**src/rtl/uart_tx.sv**
```systemverilog
// uart_tx: 8N1 serialiser for the host UART pin.
// It takes one byte when idle and start_i is high, then sends a start bit,
// eight data bits LSB first and a stop bit. Each bit lasts CLOCKS_PER_BAUD clocks.
// done_o marks the last clock of the stop bit. The block always spends at least
// one clock in IDLE after a frame, so the upstream stage has time to present its
// next byte before that byte is sampled.
module uart_tx #(
  parameter int CLOCKS_PER_BAUD = 868
) (
  input  logic       clk,
  input  logic       rst_n,
  input  logic [7:0] data_i,
  input  logic       start_i,
  output logic       done_o,
  output logic       busy_o,
  output logic       tx
);

  localparam int CW = (CLOCKS_PER_BAUD > 1) ? $clog2(CLOCKS_PER_BAUD) : 1;
  localparam logic [CW-1:0] CNT_MAX = CW'(CLOCKS_PER_BAUD - 1);

  typedef enum logic [1:0] {
    IDLE  = 2'd0,
    START = 2'd1,
    DATA  = 2'd2,
    STOP  = 2'd3
  } state_t;

  state_t        state_q, state_d;
  logic [CW-1:0] cnt_q, cnt_d;
  logic [2:0]    bit_q, bit_d;
  logic [7:0]    shift_q, shift_d;
  logic          tx_q, tx_d;
  logic          baud_end;

  assign baud_end = (cnt_q == CNT_MAX);

  // Next-state logic: load in IDLE, then step through one bit period at a time.
  always_comb begin
    state_d = state_q;
    cnt_d   = cnt_q;
    bit_d   = bit_q;
    shift_d = shift_q;
    case (state_q)
      IDLE: begin
        if (start_i) begin
          shift_d = data_i;
          cnt_d   = '0;
          bit_d   = 3'd0;
          state_d = START;
        end
      end
      START: begin
        if (baud_end) begin
          cnt_d   = '0;
          state_d = DATA;
        end else begin
          cnt_d = cnt_q + CW'(1);
        end
      end
      DATA: begin
        if (baud_end) begin
          cnt_d   = '0;
          shift_d = {1'b0, shift_q[7:1]};
          bit_d   = bit_q + 3'd1;
          if (bit_q == 3'd7) begin
            state_d = STOP;
          end
        end else begin
          cnt_d = cnt_q + CW'(1);
        end
      end
      STOP: begin
        if (baud_end) begin
          cnt_d   = '0;
          state_d = IDLE;
        end else begin
          cnt_d = cnt_q + CW'(1);
        end
      end
      default: begin
        state_d = IDLE;
      end
    endcase
  end

  // The line level is decoded from the next state, so the registered tx pin
  // changes on the same edge as the state it belongs to.
  always_comb begin
    tx_d = 1'b1;
    case (state_d)
      START:   tx_d = 1'b0;
      DATA:    tx_d = shift_d[0];
      default: tx_d = 1'b1;
    endcase
  end

  // State registers. An asynchronous reset abandons any frame and idles the line.
  always_ff @(posedge clk or negedge rst_n) begin
    if (!rst_n) begin
      state_q <= IDLE;
      cnt_q   <= '0;
      bit_q   <= 3'd0;
      shift_q <= 8'd0;
      tx_q    <= 1'b1;
    end else begin
      state_q <= state_d;
      cnt_q   <= cnt_d;
      bit_q   <= bit_d;
      shift_q <= shift_d;
      tx_q    <= tx_d;
    end
  end

  // done_o fires in the last clock of the stop bit. The next edge always
  // lands in IDLE, so the pulse lasts exactly one clock.
  assign done_o = (state_q == STOP) && baud_end;
  assign busy_o = (state_q != IDLE);
  assign tx     = tx_q;

endmodule

```
**config.mk**
```make
export PLATFORM = sky130hd
export DESIGN_NAME = uart_tx
export DESIGN_NICKNAME = d
export VERILOG_FILES = /design/src/rtl/uart_tx.sv
export SDC_FILE = /design/constraint.sdc
export NUM_CORES = 1
export LEC_CHECK = 0
export CAP_MARGIN = 0
export CELL_PAD_IN_SITES_DETAIL_PLACEMENT = 0
export CELL_PAD_IN_SITES_GLOBAL_PLACEMENT = 1
export CORE_ASPECT_RATIO = 1.4
export CORE_MARGIN = 5
export CORE_UTILIZATION = 45
export DETAILED_ROUTE_END_ITERATION = 6
export PLACE_DENSITY = 0.79
export SYNTH_ARGS = -nofsm -noshare
export SYNTH_HDL_FRONTEND = slang
export SYNTH_SLANG_ARGS = --single-unit
```
**constraint.sdc**
```tcl
create_clock -name clk -period 3.3 [get_ports clk]
set_clock_uncertainty 0.05 [all_clocks]
set_input_delay 0.495 -clock clk [delete_from_list [all_inputs] [get_ports clk]]
set_output_delay 0.495 -clock clk [all_outputs]
set_load 0.02 [all_outputs]
```
==> results of run 1 <==
power by group through the flow:
stage | registers [uW] | logic [uW] | clock network (uW)
after CTS | 524 | 321 | 205
after detailed placement | 530 | 318 | 0
after global placement | 522 | 307 | 0
after floorplan | 490 | 263 | 0
after global routing | 545 | 354 | 216
final | 525 | 317 | 195
kinds of logic after synthesis:
group	Yosys count
xor gates and xnor gates	2
muxes	5
buffers and inverters	8
DFF	24
adders and majority gates	3
and+or+nand+nor	38
AOI/OAI and AO/OA	43
registers in the layout, indices dropped and copies added, names as in the netlist:
register / cells
bit_q: 3
tx: 1
state_q: 2
shift_q: 8
cnt_q: 10
per-layer routing:
layer	wire, um	share of wire, %	global-route usage (%)	vias up
met3	75	2.8	2.28	4
met5	0	0	0	-
met2	1420	53	25.8	15
met4	34	1.3	8.11	0
met1	1130	43	15.7	490
li1	-	-	-	496
cells in the mapped netlist:
cell type,number
sky130_fd_sc_hd__dfrtp_1,23
sky130_fd_sc_hd__a22o_1,10
sky130_fd_sc_hd__a21o_1,8
sky130_fd_sc_hd__nand2_1,7
sky130_fd_sc_hd__o21ai_0,7
sky130_fd_sc_hd__a21oi_1,6
sky130_fd_sc_hd__nor2_1,6
sky130_fd_sc_hd__inv_1,5
sky130_fd_sc_hd__nand3_1,5
sky130_fd_sc_hd__ha_1,3
sky130_fd_sc_hd__mux2i_1,3
sky130_fd_sc_hd__a41oi_1,2
sky130_fd_sc_hd__buf_2,2
sky130_fd_sc_hd__mux2_2,2
sky130_fd_sc_hd__nand4_1,2
sky130_fd_sc_hd__nor2b_1,2
sky130_fd_sc_hd__o211ai_1,2
sky130_fd_sc_hd__o31ai_1,2
sky130_fd_sc_hd__or2_2,2
sky130_fd_sc_hd__xnor2_1,2
sky130_fd_sc_hd__a31oi_1,1
sky130_fd_sc_hd__a31oi_2,1
sky130_fd_sc_hd__and2_1,1
sky130_fd_sc_hd__and3_1,1
sky130_fd_sc_hd__and4_1,1
sky130_fd_sc_hd__and4bb_2,1
sky130_fd_sc_hd__clkbuf_1,1
sky130_fd_sc_hd__dfstp_2,1
sky130_fd_sc_hd__nand2b_1,1
sky130_fd_sc_hd__nand4bb_2,1
sky130_fd_sc_hd__nor3_1,1
sky130_fd_sc_hd__nor3_2,1
sky130_fd_sc_hd__nor3b_1,1
sky130_fd_sc_hd__nor3b_2,1
sky130_fd_sc_hd__nor4_1,1
sky130_fd_sc_hd__nor4_4,1
sky130_fd_sc_hd__o211ai_2,1
sky130_fd_sc_hd__o22ai_1,1
sky130_fd_sc_hd__o2bb2ai_1,1
sky130_fd_sc_hd__o31a_1,1
sky130_fd_sc_hd__or3_1,1
sky130_fd_sc_hd__or3b_4,1
cell type report:
type,instances,area [um^2]
multi-input cells,91,671
well taps,37,46.3
repair buffers,14,138
fillers,282,1290
flip-flops and latches,24,602
clock buffers,4,55.1
inverters,5,18.8
worst max-delay path, delay by kind of cell (launching register included):
| family | cells | cell delay, ns |
|---|---|---|
| adder cells (fa/ha/maj) | 1 | 0.25 |
| buffers and inverters | 1 | 0.61 |
| flip-flops | 1 | 0.41 |
| AND/OR/NAND/NOR | 4 | 0.98 |
metrics by stage:
| stage | hold WS [ns] | total power, uW | util, % | cell area (um^2) |
|---|---|---|---|---|
| 5_1_grt | 0.443 | 1120 | 54.3 | 1530 |
| 6_report | 0.438 | 1040 | 54.3 | 1530 |
| 3_5_place_dp | 0.419 | 848 | 52.3 | 1480 |
| 2_1_floorplan | 0.149 | 753 | - | 1310 |
| 3_3_place_gp | 0.410 | 829 | 52.3 | 1480 |
| 4_1_cts | 0.439 | 1050 | 54.3 | 1530 |
worst paths after layout:
check,from,end,slack (ns),cells past startpoint
worst min-delay path,shift_q[6],shift_q[6],0.44,1
worst max register to register,cnt_q[0],tx,1.24,5
min in group asynchronous,rst_n,cnt_q[0],0.53,2
max in group asynchronous,rst_n,tx,2.38,2
worst min register to register,shift_q[6],shift_q[6],0.44,1
worst max-delay path,cnt_q[0],done_o,0.25,6
==> results.txt, run 1 <==
The final number of hold-violating endpoints is 0. The max-slew headroom at the worst pin is 60.3%. The path type of the worst min-delay path is reg2reg.

Buffers placed on the I/O ports in this run total 13. The detail route stage leaves a number of antenna-violating nets equal to 0. TritonCTS built the clock tree. The wire-length estimate of the detail-placed layout is 2.04 mm. The number of antenna violations at the first check in global routing is 0. The post-synthesis compound-gate area fraction came out at 24.2%. In the layout the commonest cells are sky130_fd_sc_hd__dfrtp_1, sky130_fd_sc_hd__clkdlybuf4s50_1, sky130_fd_sc_hd__a22o_1, sky130_fd_sc_hd__a21o_1. The number of pins with negative max-slew slack in the final report was 0. The part of the power in registers came out at 50.6%. The sink count of the clock tree came out at 24. The power per unit of standard cell area came out at 678 nW/um^2. The number of register bits inferred by synthesis is 24. The first global-routing pass estimated 4.60 mm of wire. The signal arrival time at the worst endpoint is 2.50 ns.

VDD sags by at most 0.000369 V. The non-filler instance count after layout is 175. Of the total synthesized cell area, the portion taken by full adders, half adders and majority gates is 2.88%.

The floorplan die area came out at 4090 um^2. Setup repair after global routing left no endpoint under its margin. Buffers inserted during clock tree synthesis total 3. The later-pin clock latency in the skew report is 0.26 ns. Once the clock tree was built, the setup fixing pass inserted 0 buffers. The power spent charging and discharging nets came out at 363 uW. Subtracting the final worst setup slack from the clock period gives 3.05 ns. Of the total power, the clock network draws 18.8%. The detailed-route wire length came out at 2.66 mm. By startpoint and endpoint, the worst setup path is classified as reg2out.

Yosys attributes the largest share of cell area to sky130_fd_sc_hd__dfrtp_1, sky130_fd_sc_hd__a22o_1, sky130_fd_sc_hd__a21o_1. After clock tree synthesis, the clock-pin slew on the worst setup and hold paths is 0.08 ns. The wire length per cell came out at 15.2 um. Traced cell by cell, the critical path runs through ha_1 -> or3b_4 -> nor3_2 -> nand2_1 -> nor2_1 -> clkdlybuf4s50_1.

The final worst-path setup slack came out at 0.251 ns. The cell count after placement came out at 171. The I/O pin count came out at 14. The slew at the pin closest to its max-slew limit is 0.592 ns.

The slowest stage of the critical path belongs to the cell sky130_fd_sc_hd__clkdlybuf4s50_1. The pre-CTS worst setup slack is 0.547 ns. The DRC violation total after the first TritonRoute iteration is 23. The maximum clock rate came out at 0.328 GHz. The total routing usage reported by global routing is 14.2%. The via count of the first global-routing pass is 1040. The number of buffers between clock root and the deepest sink is 2. The average instance in the mapped netlist occupies 10.6 um^2. The internal cell power is 675 uW.

The top cell type's share of synthesized area came out at 44.1%. The number of cells produced by synthesis is 123. The pin count of the biggest net entering global routing came out at 25. STA classifies the critical path startpoint as a register.

The switching fraction of total power is 35.0%. The CTS root buffer is sky130_fd_sc_hd__clkbuf_8. In the synthesized netlist, mux cells make up 4.03% of the area.

In this run the worst path has a maximum fanout of 6. The number of antenna diodes in the final layout is 0. Sequential cells were found to cover 46.1% of the synthesized design area. The synthesized cell area came out at 1310 um^2. The part of the total power dissipated in combinational logic is 30.6%. The first detailed-routing pass took 4 iterations. At the end of the flow, the number of nets in the layout was 153. The largest single stage delay on the critical path is 0.61 ns.

The library cell used most frequently in the layout, excluding fill and tap cells, is sky130_fd_sc_hd__dfrtp_1. The H-tree depth reported by CTS came out at 1. Across the run, the number of max-cap violations was 0. The number of unique standard cell types used by synthesis came out at 42. The horizontal die dimension came out at 55.5 um.

The share of final-layout standard cells stronger than drive strength 1 came out at 13.0%. The library cell with the largest summed area after synthesis is sky130_fd_sc_hd__dfrtp_1. The flow ran to the end, and the final reports show no timing, DRC or antenna violations. The post-route DRC violation count came out at 0.

The quantity of hold-fixing buffers added after cts is 0. After routing, the total negative slack on setup checks comes to 0 ns. The total number of vias came out at 1005. The standby leakage power is 0.000655 uW. The final number of setup-violating endpoints is 0.

The floorplan has 23 rows. The standard cell core area is 2820 um^2. The number of gates resized after cts is 0. The die height came out at 73.7 um. The worst setup path is captured at a primary output. The initial utilization of the core area, before any placement, comes to 46.3%. The worst path uses 92.4% of the clock period. The sum of overflow across all layers after global routing came out at 0. The detailed-route vias per instance came out at 5.74. The area growth from synthesis to layout is 17.3%. The count of warnings emitted by yosys came out at 0. At the worst endpoint, the required time is 2.75 ns.

At the end of routability-driven placement, the weighted congestion stood at 0.840. By area, the combinational part of the netlist is dominated by compound AO/OA/AOI/OAI gates. The simple logic cell fraction of the synthesized area is 19.0%.

The synthesized-area fraction occupied by xor and xnor cells is 1.34%. When the netlist entered floorplanning its net count stood at 137.
(Power assumes the default switching activity.)
==> inputs of run 2 (changes only) <==
--- a/config.mk
+++ b/config.mk
@@ -10,9 +10,9 @@
 export CELL_PAD_IN_SITES_GLOBAL_PLACEMENT = 1
 export CORE_ASPECT_RATIO = 1.4
 export CORE_MARGIN = 5
-export CORE_UTILIZATION = 45
+export CORE_UTILIZATION = 47
 export DETAILED_ROUTE_END_ITERATION = 6
-export PLACE_DENSITY = 0.79
+export PLACE_DENSITY = 0.82
 export SYNTH_ARGS = -nofsm -noshare
 export SYNTH_HDL_FRONTEND = slang
 export SYNTH_SLANG_ARGS = --single-unit
==> run 2 against run 1 <==
Power grew 1.9%. Sequential share of layout area shrank 0.064 points. Register-to-register slack lost 0.06 ns. Core utilization grew 3.7 points. Clock power grew 9%.
==> results.txt, run 2 (same netlist as run 1, synthesis figures left out) <==
The weighted congestion at the end of routability-driven global placement came out at 0.856 (+2.0%). The sink count of the clock tree is 24 (unchanged). The largest registers in the layout are cnt_q x10, shift_q x8, bit_q x3. The area of combinational cells with multiple inputs is 677 um^2 (+0.93%). The clock transition at the register clock pins on the worst setup and hold paths after CTS came out at 0.13 ns (+0.05 ns).

The number of cell rows came out at 22 (-4.3%). The detailed-route wire length is 2.71 mm (+2.0%). The slew at the pin closest to its max-slew limit was 0.569 ns (-0.0234 ns). The most common cell after layout, fill and taps aside is sky130_fd_sc_hd__dfrtp_1. The die height was 72.4 um (-1.9%).

The detailed-route vias per instance is 5.81 (+1.2%). The signal arrival time at the worst endpoint is 2.57 ns (+0.07 ns). The initial core utilization was 49.4% (+3.1 points). The via count of the first global-routing pass was 1013 (-2.6%). The standby leakage power is 0.000666 uW (+1.6%). The post-route DRC violation count is 0 (unchanged). The type of destination of the critical path is a primary output. The number of setup buffers added after CTS is 0 (unchanged).

The wire length per cell came to 15.6 um (+2.6%). Setup repair after global routing left no endpoint under its margin. The total number of vias came to 1011 (+0.60%). The ratio of final minimum period to clock period was 94.3% (+1.9 points). The standard cell core area is 2640 um^2 (-6.3%).

The final number of hold-violating endpoints came to 0 (unchanged). The final sum of negative setup slack is 0 ns (unchanged). The detailed-router iteration count before antenna repair came out at 4 (unchanged).

The signal on the critical path passes through ha_1 -> or3b_4 -> nor3_4 -> nand2_1 -> nor2_1 -> clkdlybuf4s50_1. The minimum clock period after layout came out at 3.11 ns (+0.0614 ns). The max-slew headroom at the worst pin is 61.9% (+1.6 points). The final layout net count came out at 153 (unchanged).

The filler cell count in the final layout is 247 (-12%). The H-tree depth reported by CTS came out at 1 (unchanged). The number of buffers between clock root and the deepest sink is 2 (unchanged). The number of max-cap violations is 0 (unchanged). The global-route wire length before repair came to 4.51 mm (-2.0%). The required time of the critical path is 2.75 ns (about the same). The cell count after placement was 170 (-0.58%). Counting flops per register, the top entry is cnt_q. The post-synthesis to final-layout area growth came out at 17.4%. The floorplan die area is 3950 um^2 (-3.6%). The source of the critical timing path is cnt_q[0]. The I/O pin count is 14 (unchanged). The number of flip-flops under the largest register name came to 10 (unchanged). The critical path is of the reg2out type. The number of pins with negative max-slew slack in the final report is 0 (unchanged). The share of final-layout standard cells stronger than drive strength 1 came to 13.0% (unchanged). The quantity of hold-fixing buffers added after cts came out at 0 (unchanged). The number of nets with antenna violations after detailed routing is 0 (unchanged). The DRC violation total after the first TritonRoute iteration is 34 (+48%). The sum of overflow across all layers after global routing was 0 (unchanged). The register area was 602 um^2 (unchanged). The path type of the worst min-delay path is reg2reg. The total of buffers placed on input and output ports is 13 (unchanged). The number of antenna diodes came out at 0 (unchanged).

On the critical path, the stage with the largest delay is an instance of sky130_fd_sc_hd__clkdlybuf4s50_1. Leaving out fill and tap cells, the most frequent cells in the layout are sky130_fd_sc_hd__dfrtp_1, sky130_fd_sc_hd__clkdlybuf4s50_1, sky130_fd_sc_hd__a22o_1, sky130_fd_sc_hd__a21o_1. The final number of setup-violating endpoints came out at 0 (unchanged).

The number of gates resized after cts came out at 0 (unchanged). The maximum net fanout on the critical path is 6 (unchanged). The largest incremental delay on the critical path is 0.61 ns (about the same). The total routing usage reported by global routing is 15.4% (+1.1 points). The flow ran to the end, and the final reports show no timing, DRC or antenna violations. TritonCTS built the clock tree. The beginning of the worst register-to-register path is cnt_q[0]. The HPWL after detailed placement is 2.01 mm (-1.5%). The power per unit of standard cell area is 690 nW/um^2 (+1.7%). The number of antenna violations at the first check in global routing is 0 (unchanged). The later-pin clock latency in the skew report came to 0.32 ns (+0.06 ns). The horizontal die dimension is 54.5 um (-1.8%). The non-filler instance count after layout is 174 (-0.57%). The tree is rooted in a sky130_fd_sc_hd__clkbuf_4. The maximum clock rate came out at 0.321 GHz (-2.0%).

In this run the most critical hold path is launched from shift_q[6]. The number of clock buffers inserted by TritonCTS came out at 3 (unchanged). The pin count of the biggest net entering global routing came out at 25 (unchanged). STA classifies the critical path startpoint as a register. The maximum VDD drop was 0.000342 V (-7.2%).
[run 2: cell types whose count changed in the layout (fill, tap and decap cells not counted)]
cell	before	now
sky130_fd_sc_hd__clkbuf_4	0	3
sky130_fd_sc_hd__nor3_4	0	1
sky130_fd_sc_hd__clkbuf_8	4	0
sky130_fd_sc_hd__bufinv_16	0	1
sky130_fd_sc_hd__nor3_2	1	0
[run 2: final cells by class]
type,instances,area share [%]
Clock inverter,1,1.96
Inverter,5,1.22
Multi-Input combinational cell,91,44.2
Clock buffer,3,1.47
Tap cell,36,2.94
Sequential cell,24,39.3
Timing Repair Buffer,14,8.98
[run 2: where the power goes]
part | switching [uW] | internal (uW)
clock network | 89.7 | 123
logic | 155 | 166
registers | 121 | 403
total | 366 | 691
[run 2: metrics by stage]
step           hold slack, ns  util (%)  power, uW  instance area [um^2]  setup slack (ns)
3_5_place_dp            0.421      55.8        846                  1470             0.490
4_1_cts                 0.452      57.8       1060                  1530            0.0894
2_1_floorplan           0.149         -        753                  1310              1.06
6_report                0.446      58.0       1060                  1530             0.189
5_1_grt                 0.468      58.0       1140                  1530            0.0408
3_3_place_gp            0.410      55.8        826                  1470             0.580
[run 2: worst max-delay path, delay by kind of cell (launching register included)]
family / cells / cell delay, ns
adders and majority gates: 1 / 0.27
buffers and inverters: 1 / 0.61
and+or+nand+nor: 4 / 0.95
DFF: 1 / 0.43
[run 2: per-layer routing]
layer | vias to the layer above | global-route usage, % | part of all wire [%]
met5 | - | 0 | 0
met4 | 0 | 7.76 | 2.0
met3 | 6 | 1.85 | 2.2
met2 | 14 | 26.6 | 52
met1 | 491 | 17.8 | 44
li1 | 500 | - | -
[run 2: final timing paths]
path	endpoint	slack, ns	depth (start not counted)
setup / recovery	done_o	0.19	6
hold / removal	shift_q[6]	0.45	1
setup reg to reg	tx	1.18	5
hold reg to reg	shift_q[6]	0.45	1
max in group asynchronous	tx	2.44	2
min in group asynchronous	state_q[1]	0.47	2
==> inputs of run 3 (changes only) <==
--- a/config.mk
+++ b/config.mk
@@ -12,6 +12,7 @@
 export CORE_MARGIN = 5
 export CORE_UTILIZATION = 47
 export DETAILED_ROUTE_END_ITERATION = 6
+export GPL_TIMING_DRIVEN = 0
 export PLACE_DENSITY = 0.82
 export SYNTH_ARGS = -nofsm -noshare
 export SYNTH_HDL_FRONTEND = slang
==> run 3 against run 2 <==
Cell area is 0.65% lower. Combinational power is 4% higher. Sequential share of layout area is 0.26 points higher. Clock power is 28% lower. Hold slack worse by 0.0015 ns. Critical path type unchanged. Largest power group unchanged.
==> results.txt, run 3 (same netlist as run 1, synthesis figures left out) <==
Among all stages on the critical path, the largest delay is contributed by sky130_fd_sc_hd__clkdlybuf4s50_1. The max-slew headroom at the worst pin came out at 29.6% (-32 points). The wire length per cell is 15.4 um (-1.0%).

The pin count of the biggest net entering global routing is 25 (unchanged). The floorplan die area is 3950 um^2 (unchanged). The count of cells along the worst register-to-register path is 5 (unchanged). The CTS root buffer is sky130_fd_sc_hd__clkbuf_4.

The global-route track usage on met3 is 2.46% (+0.62 points). The horizontal die dimension came out at 54.5 um (unchanged). The maximum VDD drop is 0.000431 V (+26%).

The number of setup buffers added after CTS came to 0 (unchanged). The number of clock buffers inserted by TritonCTS is 3 (unchanged). The path type of the worst min-delay path is reg2reg. The required time of the critical path came out at 2.75 ns (about the same).

The global-route wire length before repair is 4.46 mm (-1.2%). The library cell used most frequently in the layout, excluding fill and tap cells, is sky130_fd_sc_hd__dfrtp_1. The standard cell core area was 2640 um^2 (unchanged).

The detailed-route vias per instance is 5.82 (+0.13%). The number of buffers between clock root and the deepest sink came to 2 (unchanged). The die height came out at 72.4 um (unchanged). TritonCTS built the clock tree. The final number of hold-violating endpoints came out at 0 (unchanged).

The via count of the first global-routing pass came out at 1024 (+1.1%). The final sum of negative setup slack is 0 ns (unchanged). The HPWL after detailed placement came out at 2.03 mm (+1.2%). The power spent charging and discharging nets is 362 uW (-1.1%). More flip-flops sit in one register than any other, and that register is cnt_q.

The post-route DRC violation count came out at 0 (unchanged). Walking the worst path, the cells encountered are ha_1 -> or3b_4 -> nor3_4 -> nand2_1 -> nor2_1 -> clkdlybuf4s50_1. The number of gates resized after cts came out at 0 (unchanged). The initial core utilization came out at 49.4% (unchanged).

The power per unit of standard cell area came to 657 nW/um^2 (-4.8%). The minimum clock period after layout came out at 3.10 ns (-0.00755 ns). The H-tree depth reported by CTS is 1 (unchanged). The DRC violation total after the first TritonRoute iteration was 27 (-21%).

The number of max-cap violations came out at 0 (unchanged). The ratio of final minimum period to clock period was 94.0% (-0.23 points). The share of total power in the clock network was 15.3% (-4.8 points). The number of cell rows is 22 (unchanged). The switching fraction of total power is 36.2% (+1.6 points).

The worst setup path is launched from a register. In the layout the commonest cells are sky130_fd_sc_hd__dfrtp_1, sky130_fd_sc_hd__clkdlybuf4s50_1, sky130_fd_sc_hd__a22o_1, sky130_fd_sc_hd__a21o_1. The number of pins with negative max-slew slack in the final report came out at 0 (unchanged). The total number of vias came to 1024 (+1.3%).

The cell depth of the worst hold path came out at 1 (unchanged). The fraction of met1 tracks used by global routing was 16.7% (-1.2 points). The critical path is of the reg2out type.

The detailed-route wire length came to 2.72 mm (+0.11%). The clock transition at the register clock pins on the worst setup and hold paths after CTS is 0.13 ns (about the same). The part of the power in registers came out at 51.3% (+1.7 points). The later-pin clock latency in the skew report is 0.31 ns (about the same). The number of antenna diodes is 0 (unchanged). The standby leakage power is 0.000663 uW (-0.43%). The final core utilization came out at 57.6% (-0.38 points).

The maximum clock rate came out at 0.322 GHz (+0.24%). The share of final-layout standard cells stronger than drive strength 1 is 13.6% (+0.53 points). The cell area after layout came out at 1520 um^2 (-0.65%).

The pre-CTS worst setup slack came out at 0.439 ns (-0.0512 ns). Compared with the post-synthesis result, the final layout area differs by 16.7%. The final number of setup-violating endpoints is 0 (unchanged). The detailed-router iteration count before antenna repair is 4 (unchanged). The non-filler instance count after layout came out at 176 (+1.1%).

The sink count of the clock tree came out at 24 (unchanged). The total placed instance area is 1480 um^2 (+0.42%). The largest registers in the layout are cnt_q x10, shift_q x8, bit_q x3. The maximum net fanout on the critical path is 6 (unchanged).

The slew at the pin closest to its max-slew limit is 1.05 ns (+0.484 ns). The quantity of hold-fixing buffers added after cts is 0 (unchanged). The cell count after placement was 172 (+1.2%).

The sum of overflow across all layers after global routing was 0 (unchanged). The most used routing layer is met2. The total routing usage reported by global routing is 15.1% (-0.24 points). The final layout net count is 155 (+1.3%). The internal cell power came to 638 uW (-7.7%).

The flow ran to the end, and the final reports show no timing, DRC or antenna violations. The number of flip-flops under the largest register name is 10 (unchanged). The total of buffers placed on input and output ports is 13 (unchanged). The part of the total power dissipated in combinational logic came out at 33.4% (+3.1 points). The number of antenna violations at the first check in global routing came out at 0 (unchanged). The I/O pin count came to 14 (unchanged). The global-route met2 utilization came out at 26.9% (+0.27 points). The worst setup path is captured at a primary output. The largest incremental delay on the critical path came out at 0.61 ns (about the same). The weighted congestion at the end of routability-driven global placement is 0.803 (-6.2%).

The final worst-path setup slack was 0.197 ns (+0.00755 ns). Setup repair after global routing left no endpoint under its margin. The number of nets with antenna violations after detailed routing came out at 0 (unchanged). The signal arrival time at the worst endpoint was 2.56 ns (about the same).
[run 3: cell types whose count changed in the layout (fill, tap and decap cells not counted), sizes merged]
cell	delta
buf	+1
bufinv	-1
clkbuf	+2
[run 3: final cells by class]
type | count | area, um^2
clock buffers | 4 | 36.3
flip-flops and latches | 24 | 602
well taps | 36 | 45.0
repair buffers | 13 | 130
inverters | 5 | 18.8
multi-input cells | 91 | 677
plain buffers | 3 | 13.8
fillers | 259 | 1120
[run 3: worst paths after layout]
| check | slack, ns | from | to |
|---|---|---|---|
| worst min-delay path | 0.44 | shift_q[6] | shift_q[6] |
| worst min register to register | 0.44 | shift_q[6] | shift_q[6] |
| worst max register to register | 1.19 | cnt_q[0] | tx |
| worst max-delay path | 0.20 | cnt_q[0] | done_o |
| max in group asynchronous | 1.88 | rst_n | shift_q[6] |
| min in group asynchronous | 0.69 | rst_n | bit_q[2] |
[run 3: critical path, delay by kind of cell (launching register included)]
| kind | cells | cell delay (ns) |
|---|---|---|
| buffers and inverters | 1 | 0.61 |
| adders and majority gates | 1 | 0.28 |
| and+or+nand+nor | 4 | 0.95 |
| DFF | 1 | 0.42 |
[run 3: per-stage QoR]
| stage | hold slack [ns] | power [uW] |
|---|---|---|
| 2_1_floorplan | 0.149 | 753 |
| 3_3_place_gp | 0.410 | 831 |
| 3_5_place_dp | 0.420 | 851 |
| 4_1_cts | 0.451 | 1000 |
| 5_1_grt | 0.468 | 1070 |
| 6_report | 0.445 | 1000 |
[run 3: layer usage]
layer  wire (um)  share of wire [%]  vias to the layer above
met3         103                3.8                        8
met5           0                  0                        -
met2        1470                 54                       22
met4          73                2.7                        0
met1        1070                 39                      497
li1            -                  -                      497
[run 3: power groups by stage]
stage	clock network (uW)	registers (uW)	logic (uW)
detailed placement	0	517	334
global placement	0	511	319
floorplan	0	490	263
finish	153	513	334
global route	169	530	373
CTS	160	511	333
